File: config.mk
export PLATFORM = sky130hd
export DESIGN_NAME = mem_access_stage_flat
export DESIGN_NICKNAME = d
export VERILOG_FILES = /design/src/rtl/mem_stage_pkg.sv /design/src/rtl/mem_access_stage_if.sv /design/src/rtl/mem_access_stage_load_formatter.sv /design/src/rtl/mem_access_stage.sv /design/src/flat_wrapper.sv
export SDC_FILE = /design/constraint.sdc
export NUM_CORES = 1
export LEC_CHECK = 0
export CELL_PAD_IN_SITES_DETAIL_PLACEMENT = 1
export CELL_PAD_IN_SITES_GLOBAL_PLACEMENT = 1
export CORE_MARGIN = 8
export CORE_UTILIZATION = 32
export CTS_CLUSTER_DIAMETER = 200
export DETAILED_ROUTE_END_ITERATION = 12
export GPL_TIMING_DRIVEN = 0
export PLACE_DENSITY = 0.87
export SLEW_MARGIN = 25
export SYNTH_ARGS = -nofsm -noshare
export SYNTH_HDL_FRONTEND = slang
export SYNTH_SLANG_ARGS = --single-unit
File: constraint.sdc
create_clock -name CLK -period 2.1 [get_ports CLK]
set_input_delay 0.315 -clock CLK [delete_from_list [all_inputs] [get_ports CLK]]
set_output_delay 0.315 -clock CLK [all_outputs]
set_load 0.02 [all_outputs]
File: src/rtl/mem_stage_pkg.sv
// ---------------------------------------------------------------------------
// mem_stage_pkg
// Shared definitions for the memory-access pipeline stage.
//   state_e           : access FSM states (IDLE, REQ, DONE)
//   F3_*              : FUNCT3 access size/sign encodings
//   BE_*              : byte-enable patterns
//   access_illegal()  : misalignment / illegal-FUNCT3 predicate. It is used
//                       only when MEM_ALIGN_CHECK_EN is defined.
// ---------------------------------------------------------------------------
package mem_stage_pkg;

  typedef enum logic [1:0] {
    ST_IDLE = 2'd0,
    ST_REQ  = 2'd1,
    ST_DONE = 2'd2
  } state_e;

  localparam logic [2:0] F3_B  = 3'b000;
  localparam logic [2:0] F3_H  = 3'b001;
  localparam logic [2:0] F3_W  = 3'b010;
  localparam logic [2:0] F3_BU = 3'b100;
  localparam logic [2:0] F3_HU = 3'b101;

  localparam logic [3:0] BE_NONE    = 4'b0000;
  localparam logic [3:0] BE_BYTE    = 4'b0001;
  localparam logic [3:0] BE_HALF_LO = 4'b0011;
  localparam logic [3:0] BE_HALF_HI = 4'b1100;
  localparam logic [3:0] BE_WORD    = 4'b1111;

  // Returns 1 when the access is misaligned for its size, or when FUNCT3
  // has no meaning for the requested direction.
  // Unsigned loads have no store counterpart.
  function automatic logic access_illegal(input logic [2:0] funct3,
                                          input logic       is_store,
                                          input logic [1:0] addr_lo);
    case (funct3)
      F3_B:    return 1'b0;
      F3_H:    return addr_lo[0];
      F3_W:    return addr_lo != 2'b00;
      F3_BU:   return is_store;
      F3_HU:   return is_store | addr_lo[0];
      default: return 1'b1;
    endcase
  endfunction

endpackage

File: src/rtl/mem_access_stage_if.sv
// ---------------------------------------------------------------------------
// mem_access_stage_if
// This interface bundles the signals between the pipeline, the stage and the
// data memory.
//   Pipeline -> stage : MEM_READ, MEM_WRITE, ALU_OUTPUT, DATA2, FUNCT3
//   Memory   -> stage : MEM_RDATA, MEM_ACK
//   Stage -> pipeline : BUSYWAIT, LOAD_DATA, ACCESS_FAULT
//   Stage -> memory   : MEM_REQ, MEM_WE, MEM_ADDR, MEM_WDATA, MEM_BYTE_EN
// The slave modport belongs to the stage. The master modport belongs to the
// pipeline and memory environment.
// ---------------------------------------------------------------------------
interface mem_access_stage_if;
  logic        MEM_READ;
  logic        MEM_WRITE;
  logic [31:0] ALU_OUTPUT;
  logic [31:0] DATA2;
  logic [2:0]  FUNCT3;
  logic [31:0] MEM_RDATA;
  logic        MEM_ACK;
  logic        BUSYWAIT;
  logic        MEM_REQ;
  logic        MEM_WE;
  logic [31:0] MEM_ADDR;
  logic [31:0] MEM_WDATA;
  logic [3:0]  MEM_BYTE_EN;
  logic [31:0] LOAD_DATA;
  logic        ACCESS_FAULT;

  modport master (
    output MEM_READ, MEM_WRITE, ALU_OUTPUT, DATA2, FUNCT3, MEM_RDATA, MEM_ACK,
    input  BUSYWAIT, MEM_REQ, MEM_WE, MEM_ADDR, MEM_WDATA, MEM_BYTE_EN,
           LOAD_DATA, ACCESS_FAULT
  );

  modport slave (
    input  MEM_READ, MEM_WRITE, ALU_OUTPUT, DATA2, FUNCT3, MEM_RDATA, MEM_ACK,
    output BUSYWAIT, MEM_REQ, MEM_WE, MEM_ADDR, MEM_WDATA, MEM_BYTE_EN,
           LOAD_DATA, ACCESS_FAULT
  );
endinterface

File: src/rtl/mem_access_stage_load_formatter.sv
// ---------------------------------------------------------------------------
// load_formatter (combinational)
// This module picks the addressed byte or halfword out of a memory word. It
// then sign- or zero-extends the value to 32 bits.
//   rdata_i   : raw word read from memory
//   funct3_i  : access size/sign. Encodings it does not recognise are
//               passed through as a whole word.
//   addr_lo_i : byte offset within the word. A halfword access looks only
//               at bit 1.
//   data_o    : formatted load result
// ---------------------------------------------------------------------------
module load_formatter
  import mem_stage_pkg::*;
(
  input  logic [31:0] rdata_i,
  input  logic [2:0]  funct3_i,
  input  logic [1:0]  addr_lo_i,
  output logic [31:0] data_o
);

  logic [7:0]  byte_sel;
  logic [15:0] half_sel;

  always_comb begin
    case (addr_lo_i)
      2'd0:    byte_sel = rdata_i[7:0];
      2'd1:    byte_sel = rdata_i[15:8];
      2'd2:    byte_sel = rdata_i[23:16];
      default: byte_sel = rdata_i[31:24];
    endcase
    half_sel = addr_lo_i[1] ? rdata_i[31:16] : rdata_i[15:0];

    case (funct3_i)
      F3_B:    data_o = {{24{byte_sel[7]}}, byte_sel};
      F3_BU:   data_o = {24'h0, byte_sel};
      F3_H:    data_o = {{16{half_sel[15]}}, half_sel};
      F3_HU:   data_o = {16'h0, half_sel};
      default: data_o = rdata_i;
    endcase
  end

endmodule

File: src/rtl/mem_access_stage.sv
// ---------------------------------------------------------------------------
// mem_access_stage
// This is the load/store stage between the EX/MEM register and a
// handshaked data memory. A three-state FSM (IDLE -> REQ -> DONE) latches
// the request, holds the memory bus stable until MEM_ACK arrives, and
// registers the formatted load result.
//   CLK, RESET : single clock and synchronous, active-high reset
//   bus        : mem_access_stage_if.slave. It carries the pipeline
//                request, the memory handshake, BUSYWAIT, LOAD_DATA and
//                ACCESS_FAULT.
//   ACK_TIMEOUT: number of REQ cycles to wait for MEM_ACK before the
//                access is aborted with ACCESS_FAULT
// Configuration macro: MEM_ALIGN_CHECK_EN. When it is defined, a misaligned
// access or an illegal FUNCT3 goes straight from IDLE to DONE and raises
// ACCESS_FAULT. When it is undefined, the low address bits that do not
// apply are ignored.
// ---------------------------------------------------------------------------
module mem_access_stage
  import mem_stage_pkg::*;
#(
  parameter int unsigned ACK_TIMEOUT = 255
) (
  input  logic               CLK,
  input  logic               RESET,
  mem_access_stage_if.slave  bus
);

  localparam int unsigned CNT_NEED = $clog2(ACK_TIMEOUT + 1);
  localparam int unsigned CNT_W    = (CNT_NEED > 8) ? CNT_NEED : 8;
  localparam logic [CNT_W-1:0] CNT_LAST = CNT_W'(ACK_TIMEOUT - 1);

  state_e           state_q, state_d;
  logic [31:0]      addr_q, addr_d;
  logic [31:0]      wdata_q, wdata_d;
  logic [3:0]       be_q, be_d;
  logic             we_q, we_d;
  logic [2:0]       funct3_q, funct3_d;
  logic [CNT_W-1:0] cnt_q, cnt_d;
  logic             fault_q, fault_d;
  logic [31:0]      load_data_q, load_data_d;

  logic        busy;
  logic        in_req;
  logic        is_store;
  logic [3:0]  st_be;
  logic [31:0] st_wdata;
  logic [31:0] fmt_data;

  load_formatter u_fmt (
    .rdata_i   (bus.MEM_RDATA),
    .funct3_i  (funct3_q),
    .addr_lo_i (addr_q[1:0]),
    .data_o    (fmt_data)
  );

  // Store lane steering. A store places its data in every byte lane and
  // lets the byte enables pick the lanes that are written. Any FUNCT3 that
  // is not byte or halfword is stored as a full word.
  always_comb begin
    case (bus.FUNCT3)
      F3_B: begin
        st_be    = BE_BYTE << bus.ALU_OUTPUT[1:0];
        st_wdata = {4{bus.DATA2[7:0]}};
      end
      F3_H: begin
        st_be    = bus.ALU_OUTPUT[1] ? BE_HALF_HI : BE_HALF_LO;
        st_wdata = {2{bus.DATA2[15:0]}};
      end
      default: begin
        st_be    = BE_WORD;
        st_wdata = bus.DATA2;
      end
    endcase
  end

  // A store takes priority when MEM_READ and MEM_WRITE are both high.
  assign is_store = bus.MEM_WRITE;

  always_comb begin
    // NOTE: every _d defaults to its _q first so no branch can infer a latch.
    state_d     = state_q;
    addr_d      = addr_q;
    wdata_d     = wdata_q;
    be_d        = be_q;
    we_d        = we_q;
    funct3_d    = funct3_q;
    cnt_d       = cnt_q;
    fault_d     = fault_q;
    load_data_d = load_data_q;
    busy        = 1'b0;

    case (state_q)
      ST_IDLE: begin
        if (bus.MEM_READ || bus.MEM_WRITE) begin
          busy     = 1'b1;
          addr_d   = bus.ALU_OUTPUT;
          wdata_d  = st_wdata;
          be_d     = is_store ? st_be : BE_NONE;
          we_d     = is_store;
          funct3_d = bus.FUNCT3;
          cnt_d    = '0;
          fault_d  = 1'b0;
`ifdef MEM_ALIGN_CHECK_EN
          if (access_illegal(bus.FUNCT3, is_store, bus.ALU_OUTPUT[1:0])) begin
            state_d     = ST_DONE;
            fault_d     = 1'b1;
            load_data_d = '0;
          end else begin
            state_d = ST_REQ;
          end
`else
          state_d = ST_REQ;
`endif
        end
      end

      ST_REQ: begin
        busy = 1'b1;
        // If MEM_ACK arrives in the last allowed cycle, the access completes
        // normally and does not time out.
        if (bus.MEM_ACK) begin
          if (!we_q) load_data_d = fmt_data;
          state_d = ST_DONE;
        end else if (cnt_q == CNT_LAST) begin
          state_d     = ST_DONE;
          fault_d     = 1'b1;
          load_data_d = '0;
        end else begin
          cnt_d = cnt_q + 1'b1;
        end
      end

      ST_DONE: begin
        state_d = ST_IDLE;
        fault_d = 1'b0;
      end

      default: state_d = ST_IDLE;
    endcase

    // While RESET is high, nothing is stalled. The registers still latch
    // new values here, but the reset branch below overrides them.
    if (RESET) busy = 1'b0;
  end

  always_ff @(posedge CLK) begin
    if (RESET) begin
      state_q     <= ST_IDLE;
      addr_q      <= '0;
      wdata_q     <= '0;
      be_q        <= BE_NONE;
      we_q        <= 1'b0;
      funct3_q    <= '0;
      cnt_q       <= '0;
      fault_q     <= 1'b0;
      load_data_q <= '0;
    end else begin
      // NOTE: non-blocking assignments so every register samples pre-edge values.
      state_q     <= state_d;
      addr_q      <= addr_d;
      wdata_q     <= wdata_d;
      be_q        <= be_d;
      we_q        <= we_d;
      funct3_q    <= funct3_d;
      cnt_q       <= cnt_d;
      fault_q     <= fault_d;
      load_data_q <= load_data_d;
    end
  end

  assign in_req           = (state_q == ST_REQ);
  assign bus.BUSYWAIT     = busy;
  assign bus.MEM_REQ      = in_req;
  assign bus.MEM_WE       = in_req & we_q;
  assign bus.MEM_BYTE_EN  = in_req ? be_q : BE_NONE;
  assign bus.MEM_ADDR     = {addr_q[31:2], 2'b00};
  assign bus.MEM_WDATA    = wdata_q;
  assign bus.LOAD_DATA    = load_data_q;
  assign bus.ACCESS_FAULT = (state_q == ST_DONE) & fault_q;

endmodule
File: src/flat_wrapper.sv
// flat-port wrapper written by rule: the top's interface ports become plain ports
module mem_access_stage_flat import mem_stage_pkg::*;
#(
  parameter int unsigned ACK_TIMEOUT = 255
)
  (CLK, RESET, bus_MEM_READ, bus_MEM_WRITE, bus_ALU_OUTPUT, bus_DATA2, bus_FUNCT3, bus_MEM_RDATA, bus_MEM_ACK, bus_BUSYWAIT, bus_MEM_REQ, bus_MEM_WE, bus_MEM_ADDR, bus_MEM_WDATA, bus_MEM_BYTE_EN, bus_LOAD_DATA, bus_ACCESS_FAULT);
  mem_access_stage_if bus_i ();
  input  logic CLK;
  input  logic RESET;
  input wire logic [$bits(bus_i.MEM_READ)-1:0] bus_MEM_READ;
  input wire logic [$bits(bus_i.MEM_WRITE)-1:0] bus_MEM_WRITE;
  input wire logic [$bits(bus_i.ALU_OUTPUT)-1:0] bus_ALU_OUTPUT;
  input wire logic [$bits(bus_i.DATA2)-1:0] bus_DATA2;
  input wire logic [$bits(bus_i.FUNCT3)-1:0] bus_FUNCT3;
  input wire logic [$bits(bus_i.MEM_RDATA)-1:0] bus_MEM_RDATA;
  input wire logic [$bits(bus_i.MEM_ACK)-1:0] bus_MEM_ACK;
  output wire logic [$bits(bus_i.BUSYWAIT)-1:0] bus_BUSYWAIT;
  output wire logic [$bits(bus_i.MEM_REQ)-1:0] bus_MEM_REQ;
  output wire logic [$bits(bus_i.MEM_WE)-1:0] bus_MEM_WE;
  output wire logic [$bits(bus_i.MEM_ADDR)-1:0] bus_MEM_ADDR;
  output wire logic [$bits(bus_i.MEM_WDATA)-1:0] bus_MEM_WDATA;
  output wire logic [$bits(bus_i.MEM_BYTE_EN)-1:0] bus_MEM_BYTE_EN;
  output wire logic [$bits(bus_i.LOAD_DATA)-1:0] bus_LOAD_DATA;
  output wire logic [$bits(bus_i.ACCESS_FAULT)-1:0] bus_ACCESS_FAULT;
  assign bus_i.MEM_READ = bus_MEM_READ;
  assign bus_i.MEM_WRITE = bus_MEM_WRITE;
  assign bus_i.ALU_OUTPUT = bus_ALU_OUTPUT;
  assign bus_i.DATA2 = bus_DATA2;
  assign bus_i.FUNCT3 = bus_FUNCT3;
  assign bus_i.MEM_RDATA = bus_MEM_RDATA;
  assign bus_i.MEM_ACK = bus_MEM_ACK;
  assign bus_BUSYWAIT = bus_i.BUSYWAIT;
  assign bus_MEM_REQ = bus_i.MEM_REQ;
  assign bus_MEM_WE = bus_i.MEM_WE;
  assign bus_MEM_ADDR = bus_i.MEM_ADDR;
  assign bus_MEM_WDATA = bus_i.MEM_WDATA;
  assign bus_MEM_BYTE_EN = bus_i.MEM_BYTE_EN;
  assign bus_LOAD_DATA = bus_i.LOAD_DATA;
  assign bus_ACCESS_FAULT = bus_i.ACCESS_FAULT;
  mem_access_stage #(.ACK_TIMEOUT(ACK_TIMEOUT)) u_core (.CLK(CLK), .RESET(RESET), .bus(bus_i));
endmodule
# After elaboration in Yosys (flattened, before gate mapping)
# Index checks and enable logic that the tools add are counted.
# word_totals
register_bits	115
inputBits	104
output_inout_bits	104
word_cells	67
# op_classes
n_addsub	1
n_eq_ne	15
shifts	1
n_mux	26
bitwise	2
reduce_logical	13
# op_table
operator	n
case mux 32 bit (4 select lines)	1
2-to-1 mux 32 bit	3
case mux 32 bit (2 select lines)	1
2-to-1 mux 8 bit	3
case mux 8 bit (3 select lines)	1
2-to-1 mux 16 bit	1
case mux 8 bit (2 select lines)	1
2-to-1 mux 4 bit	3
adder 8 x 1 -> 8 bit, second input constant	1
equality test 8 bit, second input constant	1
!= test 2 bit, second input constant	4
case mux 4 bit (2 select lines)	1
AND reduction 4 bit	2
equality test 3 x 1 -> 1 bit, second input constant	2
equality test 3 bit, second input constant	2
zero test 3 bit	2
2-to-1 mux 2 bit	3
2-to-1 mux 1 bit	5
equality test 2 x 1 -> 1 bit, second input constant	2
equality test 2 bit, second input constant	2
zero test 2 bit	2
case mux 2 bit (2 select lines)	1
AND reduction 2 bit	2
nonzero test 2 bit	2
other kinds (9)	10

# Depth between registers and ports, before layout
# Gate-level depths: netlist of run 1.
# depth
word_depth	5
ltp_mapped	7
mapped_depth_nobuf	6

# Cells and area by module
# From an unflattened synthesis of run 1, not the netlist that was laid out.
# unflattened
cells_unflattened	662
area_unflattened_um2	5664.2
# by_module_without_submodules
mod	instances	cells_each	area_each_um2	seq_area_each_um2
mem_access_stage	1	529	4694.5	2302.2
load_formatter	1	133	969.7	0.0

# Worst setup path before layout of run 1
# Ideal clock, no wire load.
# synth_path
path_kind	flip-flop to flip-flop
from	register u_core.addr_q[1]
to	register u_core.load_data_q[15] (netlist: u_core.bus.LOAD_DATA[15])
setup_ns	0.117
t_arrival_ns	1.497
required_time_ns	1.983
path_slack_ns	0.485
stages_incl_launch_ff	5
n_path_buf	0
synth_period_minus_slack_ns	1.615
cell_sequence	dfxtp_1 mux4_2 a21oi_4 o21ai_0 a32o_1
# synth_between
elab_chain_cells	5
elab_cells_between_ends	8
classes_between	2 x eq/ne; 5 x mux; 1 x reduce/logical
# synth_rtl
element	line	rtl
start: declaration	mem_access_stage.sv:33	logic [31:0] addr_q, addr_d;
start signal: assignment	mem_access_stage.sv:160	addr_q <= addr_d;
equality test 2 bit, or another cell as far along	mem_access_stage_load_formatter.sv:25	case (addr_lo_i)
case mux 8 bit (3 select lines)	mem_access_stage_load_formatter.sv:25	
case mux 32 bit (4 select lines) (*)	mem_access_stage_load_formatter.sv:33	case (funct3_i)
2-to-1 mux 32 bit (*)	mem_access_stage.sv:122	if (!we_q) load_data_d = fmt_data;
2-to-1 mux 32 bit (*)	mem_access_stage.sv:121	if (bus.MEM_ACK) begin
end signal: assignment	mem_access_stage.sv:167	load_data_q <= load_data_d;
end: declaration	mem_access_stage.sv:40	logic [31:0] load_data_q, load_data_d;
# Every way passes the cells marked *; elsewhere a longest branch is shown, timed or not. The select of a mux whose other input is x is not followed.
# A chain may end at the register's enable or synchronous reset.

# Worst setup path after layout of run 1
# layout_path
from	input bus_MEM_WRITE
to	output bus_BUSYWAIT
# layout_between
elab_chain_cells	4
# layout_rtl
element	line	rtl
start: declaration	flat_wrapper.sv:11	input wire logic [$bits(bus_i.MEM_WRITE)-1:0] bus_MEM_WRITE;
logical OR 1 bit	mem_access_stage.sv:94	if (bus.MEM_READ || bus.MEM_WRITE) begin
2-to-1 mux 1 bit	mem_access_stage.sv:94	
case mux 1 bit (2 select lines)	mem_access_stage.sv:92	case (state_q)
2-to-1 mux 1 bit	mem_access_stage.sv:143	if (RESET) busy = 1'b0;
end: declaration	flat_wrapper.sv:17	output wire logic [$bits(bus_i.BUSYWAIT)-1:0] bus_BUSYWAIT;
# Every way passes these cells.

==> results.md, run 1 <==
* Status: complete, no violations
* Kind of critical path: in -> out
* Via density at 4.98
* Ys Warns at 0
* CTS tree: yes
* Vias in the first global route at around 5700
* Pre-CTS setup slack at -387 ps
* Final WL at a little over 20 mm
* Die width at ~140 um
* Layout cells sized above 1 at 0.127
* Placement Cell Area at approximately 7600 um2
* Congestion Overflow GR at 0
* Max FO, Critical Path at 7
* Setup TNS at 0 ps
* #FFs+latches synth at 115
* Initial antenna violation count at 2
* Antenna Nets Post-Route at 0
* I/O Buffers at 205
* Crit path DAT at around 1700 ps
* Final Core Density at 0.502
* I/O Pins at 208
* Total Routing Usage GR at 0.191
* Setup Skew at 7.63 ps
* Commonest register cell after synthesis: dfxtp_1
* Number of flops mapped to enable cells by yosys at 0
* Relative slew slack at 0.482
* DRT iter0 DRCs at 223
* Clock Sinks at 115
* Final setup violation count at 0
* Via count at 5327
* First-pass GRT wire length at 30.6 mm
* Final #Nets at 941
* Hold crit path type: in -> reg
* GPL Wtd Cong at 0.841
* PD cells at 841 nW/um2
* DRC errors left at 0
* RSZ-0062 raised after global routing: no
* Required time worst endpoint at around 1800 ps
* Final Max Tran Viols at 0
* Initial Util at 0.323
* 1st-pass router iterations at 4
* Inserted Clock Buffers at 17
* Wire per inst at 18.8 um
* # rows at 47
* Max Root-Sink Buffers at 2
* DP HPWL at 15.6 mm
* Max IR drop VDD at 0.000568 V
* # hold bufs at CTS at 0
* Leakage power at about 3.2 nW
* Mapped Cells at around 610
* H-tree depth at 4
* Final WS setup at approximately 110 ps
* Clk Latency, worst-skew pair at approximately 420 ps
* CORE AREA at 16400 um2
* Fin crit period at 1990 ps
* Peak Freq at around 0.5 GHz
* Max-Cap Viols at 0
* Die Area at 20900 um2
* Fin crit share at 0.949
* Finished Cell Area at around 8000 um2
* Seq/Total Area, Yosys at 0.434
* CP Capture Type: output port
* CTS root buffer: clkbuf_16
* Total power at 6.93 mW
* Startpoint type of the worst setup path: input port
* Post-synthesis cell area at 5300 um2
* Number of distinct library cells after synthesis at 46
* Worst-path clk slew at 60 ps
* Asr flop ratio synth at 0
* Final hold violation count at 0
* Avg Inst Size Synth at 8.68 um2
* Worst slew pin tran at around 770 ps
* Largest net degree at the start of global routing at 17
* Syn-to-layout area delta at 55.3%
* Die H at 145 um
Yosys cell counts (2+ instances only):
| master | n | share of area |
|---|---|---|
| and3_1 | 4 | 0.0047 |
| a311oi_1 | 8 | 0.013 |
| a22o_1 | 5 | 0.0083 |
| a2111o_1 | 2 | 0.0042 |
| nand2b_1 | 21 | 0.025 |
| inv_1 | 13 | 0.0092 |
| a211oi_1 | 9 | 0.013 |
| mux2_2 | 15 | 0.032 |
| dfxtp_1 | 115 | 0.43 |
| mux2i_1 | 27 | 0.051 |
| o21ai_0 | 16 | 0.015 |
| a32o_1 | 17 | 0.032 |
| nand3_1 | 6 | 0.0057 |
| o21a_1 | 2 | 0.0028 |
| o2111ai_1 | 2 | 0.0033 |
| o211ai_1 | 10 | 0.014 |
| ha_1 | 2 | 0.0047 |
| buf_2 | 16 | 0.015 |
| o2bb2ai_1 | 7 | 0.012 |
| nand2_1 | 125 | 0.088 |
| nor2_1 | 26 | 0.018 |
| a21o_1 | 10 | 0.014 |
| buf_1 | 2 | 0.0014 |
| and2_1 | 6 | 0.0071 |
| buf_4 | 34 | 0.048 |
| a221oi_1 | 7 | 0.012 |
| clkbuf_1 | 25 | 0.018 |
| nor2b_1 | 3 | 0.0035 |
| a21oi_1 | 58 | 0.055 |
| nand4_1 | 2 | 0.0024 |
metal layers:
| metal | track usage | routed length, um | vias up |
|---|---|---|---|
| met5 | 0 | 0 | - |
| met4 | 0.0761 | 516 | 0 |
| met3 | 0.0712 | 1630 | 29 |
| met2 | 0.333 | 9930 | 169 |
| met1 | 0.205 | 8080 | 2568 |
| li1 | - | - | 2561 |
logic make-up after synthesis:
group / synth area share
compound gates: 0.213
xor+xnor: 0.00165
fa+ha+maj: 0.00472
buf+inv: 0.0915
flops: 0.434
mux: 0.0870
other cells: 0.000707
simple gates: 0.168
registers in the layout, summed over array words and instances, names as in the netlist:
| register | count |
|---|---|
| u_core.bus.LOAD_DATA | 32 |
| u_core.fault_q | 1 |
| u_core.we_q | 1 |
| u_core.bus.MEM_WDATA | 32 |
| u_core.funct3_q | 3 |
| u_core.be_q | 4 |
| u_core.cnt_q | 8 |
| u_core.addr_q | 32 |
| u_core.state_q | 2 |
worst max-delay path, cell delays in order:
cell	delay (ps)
clkdlybuf4s50_1	440
or2_2	390
o21a_1	200
dlygate4sd2_1	330
cells in the final DEF, fill, tap and decap left out, types with 3 or more instances in the layout:
cell	n
clkinvlp_4	4
clkbuf_16	17
a211oi_1	9
and3_1	4
nand2_1	125
a221oi_1	7
buf_2	16
inv_1	13
a32o_1	17
a21oi_1	58
clkbuf_1	24
clkdlybuf4s50_1	198
o21ai_0	16
o211ai_1	10
bufinv_16	3
nor2_1	26
and2_1	6
a311oi_1	8
a21o_1	10
nand2b_1	21
clkdlybuf4s15_1	4
mux2_2	15
dfxtp_1	114
nor2b_1	3
o2bb2ai_1	7
nand3_1	6
a22o_1	5
buf_4	34
clkbuf_2	3
mux2i_1	27
power breakdown:
part           internal [mW]  switching [mW]
logic                  0.717           0.798
registers               2.35          0.0903
clock network           1.90            1.08
total                   4.96            1.96
path summary, 6_finish.rpt:
kind                            cells after the start                     start                  endpoint  slack (ps)
worst max-delay path                                4             bus_MEM_WRITE              bus_BUSYWAIT         110
worst min register to register                      2  u_core.bus.MEM_WDATA[25]  u_core.bus.MEM_WDATA[25]         450
worst max register to register                      7           u_core.cnt_q[0]  u_core.bus.LOAD_DATA[18]         130
worst min-delay path                                3        bus_ALU_OUTPUT[24]         u_core.addr_q[24]         440
metrics by stage:
step                      cells  hold WS [ps]
after floorplan             612           433
after global placement     1037           434
after detailed placement   1037           441
after CTS                  1068           438
after global routing       1070           446
final                      1070           443
layout make-up:
| type | instances | area (um2) |
|---|---|---|
| diodes | 2 | 5.00 |
| clock buffers | 20 | 447 |
| plain buffers | 76 | 435 |
| well taps | 220 | 275 |
| multi-input cells | 407 | 2520 |
| flip-flops and latches | 115 | 2300 |
| repair buffers | 205 | 2040 |
| clock inverters | 12 | 156 |
| fillers | 1893 | 8170 |
| inverters | 13 | 48.8 |
what timing repair did:
| item | CTS | global route |
|---|---|---|
| setup endpoints to repair | 7 | 8 |
| cloned | 0 | 0 |
| buffers inserted | 0 | 0 |
| hold endpoints to repair | 0 | 0 |
| gates resized for setup | 8 | 9 |
(Power assumes the default switching activity.)
==> run 2, diff against run 1 <==
--- a/config.mk
+++ b/config.mk
@@ -17,3 +17,4 @@
 export SYNTH_ARGS = -nofsm -noshare
 export SYNTH_HDL_FRONTEND = slang
 export SYNTH_SLANG_ARGS = --single-unit
+export TNS_END_PERCENT = 5
==> results.md, run 2 (same netlist as run 1, synthesis figures left out) <==
* Status: complete, no violations
* R2R cell count at 7
* Layout cells sized above 1 at 0.127
* Wire per inst at roughly 19 um
* Setup Skew at between 8 and 9 ps
* Clock Sinks at around 120
* Final setup violation count at 0
* Crit path capture: u_core.bus.MEM_WDATA[6]
* DP HPWL at around 16 mm
* Pre-CTS setup slack at -387 ps
* Total Routing Usage GR at 0.191
* Relative slew slack at 0.478
* Worst r2r dst: u_core.bus.MEM_WDATA[6]
* I/O Buffers at 205
* Most common cell after layout, fill and taps aside: clkdlybuf4s50_1
* Vias in the first global route at 5729
* RSZ-0062 raised after global routing: yes
* Sw Pwr at about 2.0 mW
* CTS root buffer: clkbuf_16
* Largest net degree at the start of global routing at 17
* DRT iter0 DRCs at ~240
* Crit path DAT at 2370 ps
* Most frequent cells in the layout: clkdlybuf4s50_1, nand2_1, dfxtp_1
* Internal at 4.96 mW
* Kind of critical path: reg -> reg
* Inserted Clock Buffers at 17
* Via density at 5.01
* Hold Crit Depth at 3
* PD cells at 840 nW/um2
* Met3 WL post-DR at about 1.8 mm
* Worst-path clk slew at 60 ps
* Die Area at about 21000 um2
* Fin crit period at 2040 ps
* Crit path from: u_core.state_q[0]
* Final hold violation count at 0
* Max Root-Sink Buffers at 2
* Hold crit path type: in -> reg
* Reg power frac at 0.352
* Via count at 5368
* H-tree depth at 4
* Worst slew pin tran at around 770 ps
* Max-Cap Viols at 0
* Syn-to-layout area delta at 55.4%
* Cell family with most CP delay: buffers and inverters
* 1st-pass router iterations at 5
* Max IR drop VDD at between 0.0005 and 0.0006 V
* Clk Latency, worst-skew pair at 410 ps
* WL met1 at a little under 8 mm
* Top layer in use: met4
* # fillers at 1892
* Slowest cell on the critical path: clkbuf_1
* R2R Setup Slk at 60 ps
* # rows at 47
* # hold bufs at CTS at 0
* Hold Slack at 448 ps
* CP Depth at 7
* Setup TNS at 0 ps
* First-pass GRT wire length at 30.6 mm
* Sw Share at 0.283
* Clock power share at 0.429
* Required time worst endpoint at 2440 ps
* Initial Util at 0.323
* Logic pwr share at 0.219
* DRC errors left at 0
* CTS tree: yes
* Max FO, Critical Path at 10
* Inst Count DP at 1037
* Reg-to-Reg Start: u_core.state_q[0]
* Final WL at roughly 20 mm
* CP Capture Type: flip-flop
* Antenna Nets Post-Route at 0
* Initial antenna violation count at 2
* Die H at 145 um
* I/O Pins at 208
* Worst path bufs/invs at 3
* Peak Freq at a little under 0.5 GHz
* Congestion Overflow GR at 0
* Final #Nets at 942
* Critical path, cell by cell: buf_4 -> nor2_1 -> and2_1 -> buf_2 -> clkbuf_1 -> nand2_1 -> a21oi_1
* GPL Wtd Cong at ~0.84
* Non-filler cells, final at 1071
* CORE AREA at 16400 um2
* Startpoint type of the worst setup path: flip-flop
* Met2 WL post-DR at 9.90 mm
* Fin crit share at 0.969
* Leakage power at 3.20 nW
* Final WS setup at 64.9 ps
* Final Max Tran Viols at 0
* CP peak stage delay at 430 ps
* Die width at 145 um
-- run 2: tightest hold or removal path: stages --
cell and delay (ps):
clkdlybuf4s50_1 400, nand2_1 60, a21oi_1 50
-- run 2: final cells by class --
cell class / count / area, um2 / share of cell area
Buffer: 77 / 439 / 0.0533
Clock inverter: 12 / 156 / 0.0190
Tap cell: 220 / 275 / 0.0334
Clock buffer: 20 / 447 / 0.0542
Antenna cell: 2 / 5.00 / 0.000607
Inverter: 13 / 48.8 / 0.00592
Timing Repair Buffer: 205 / 2050 / 0.248
Multi-Input combinational cell: 407 / 2520 / 0.306
Sequential cell: 115 / 2300 / 0.280
-- run 2: through the flow --
step	utilization	instance area, um2	power, mW
floorplan	-	5310	3.27
global placement	0.465	7630	3.97
detailed placement	0.465	7630	4.01
CTS	0.502	8230	6.99
global route	0.502	8240	7.21
finish	0.502	8240	6.92
-- run 2: per-layer routing --
layer,global-route usage,vias to the layer above
met5,0,-
met1,0.204,2584
li1,-,2563
met2,0.334,183
met4,0.0761,0
met3,0.0712,38
-- run 2: how the worst min path moves through the flow --
| stage | slack [ps] | to | startpoint |
|---|---|---|---|
| 6_report | 450 | u_core.addr_q[24] | bus_ALU_OUTPUT[24] |
| 5_1_grt | 450 | u_core.addr_q[14] | bus_ALU_OUTPUT[14] |
| 4_1_cts | 440 | u_core.addr_q[24] | bus_ALU_OUTPUT[24] |
| 3_5_place_dp | 440 | u_core.bus.LOAD_DATA[14] | u_core.bus.LOAD_DATA[14] |
| 3_3_place_gp | 430 | u_core.bus.LOAD_DATA[8] | u_core.bus.LOAD_DATA[8] |
| 2_1_floorplan | 430 | u_core.we_q | u_core.we_q |
-- run 2: what timing repair did --
| action | in CTS | in global routing |
|---|---|---|
| pin swaps | 0 | 0 |
| setup endpoints to repair | 7 | 9 |
| resized for setup | 9 | 8 |
| buffers inserted | 0 | 0 |
| cloned | 0 | 0 |
-- run 2: power by group through the flow --
stage          Sequential, mW  Combinational, mW  Clock, mW
3_3_place_gp             2.48               1.49          0
4_1_cts                  2.44               1.53       3.02
6_report                 2.44               1.51       2.97
2_1_floorplan            2.59              0.678          0
3_5_place_dp             2.49               1.52          0
5_1_grt                  2.46               1.63       3.12
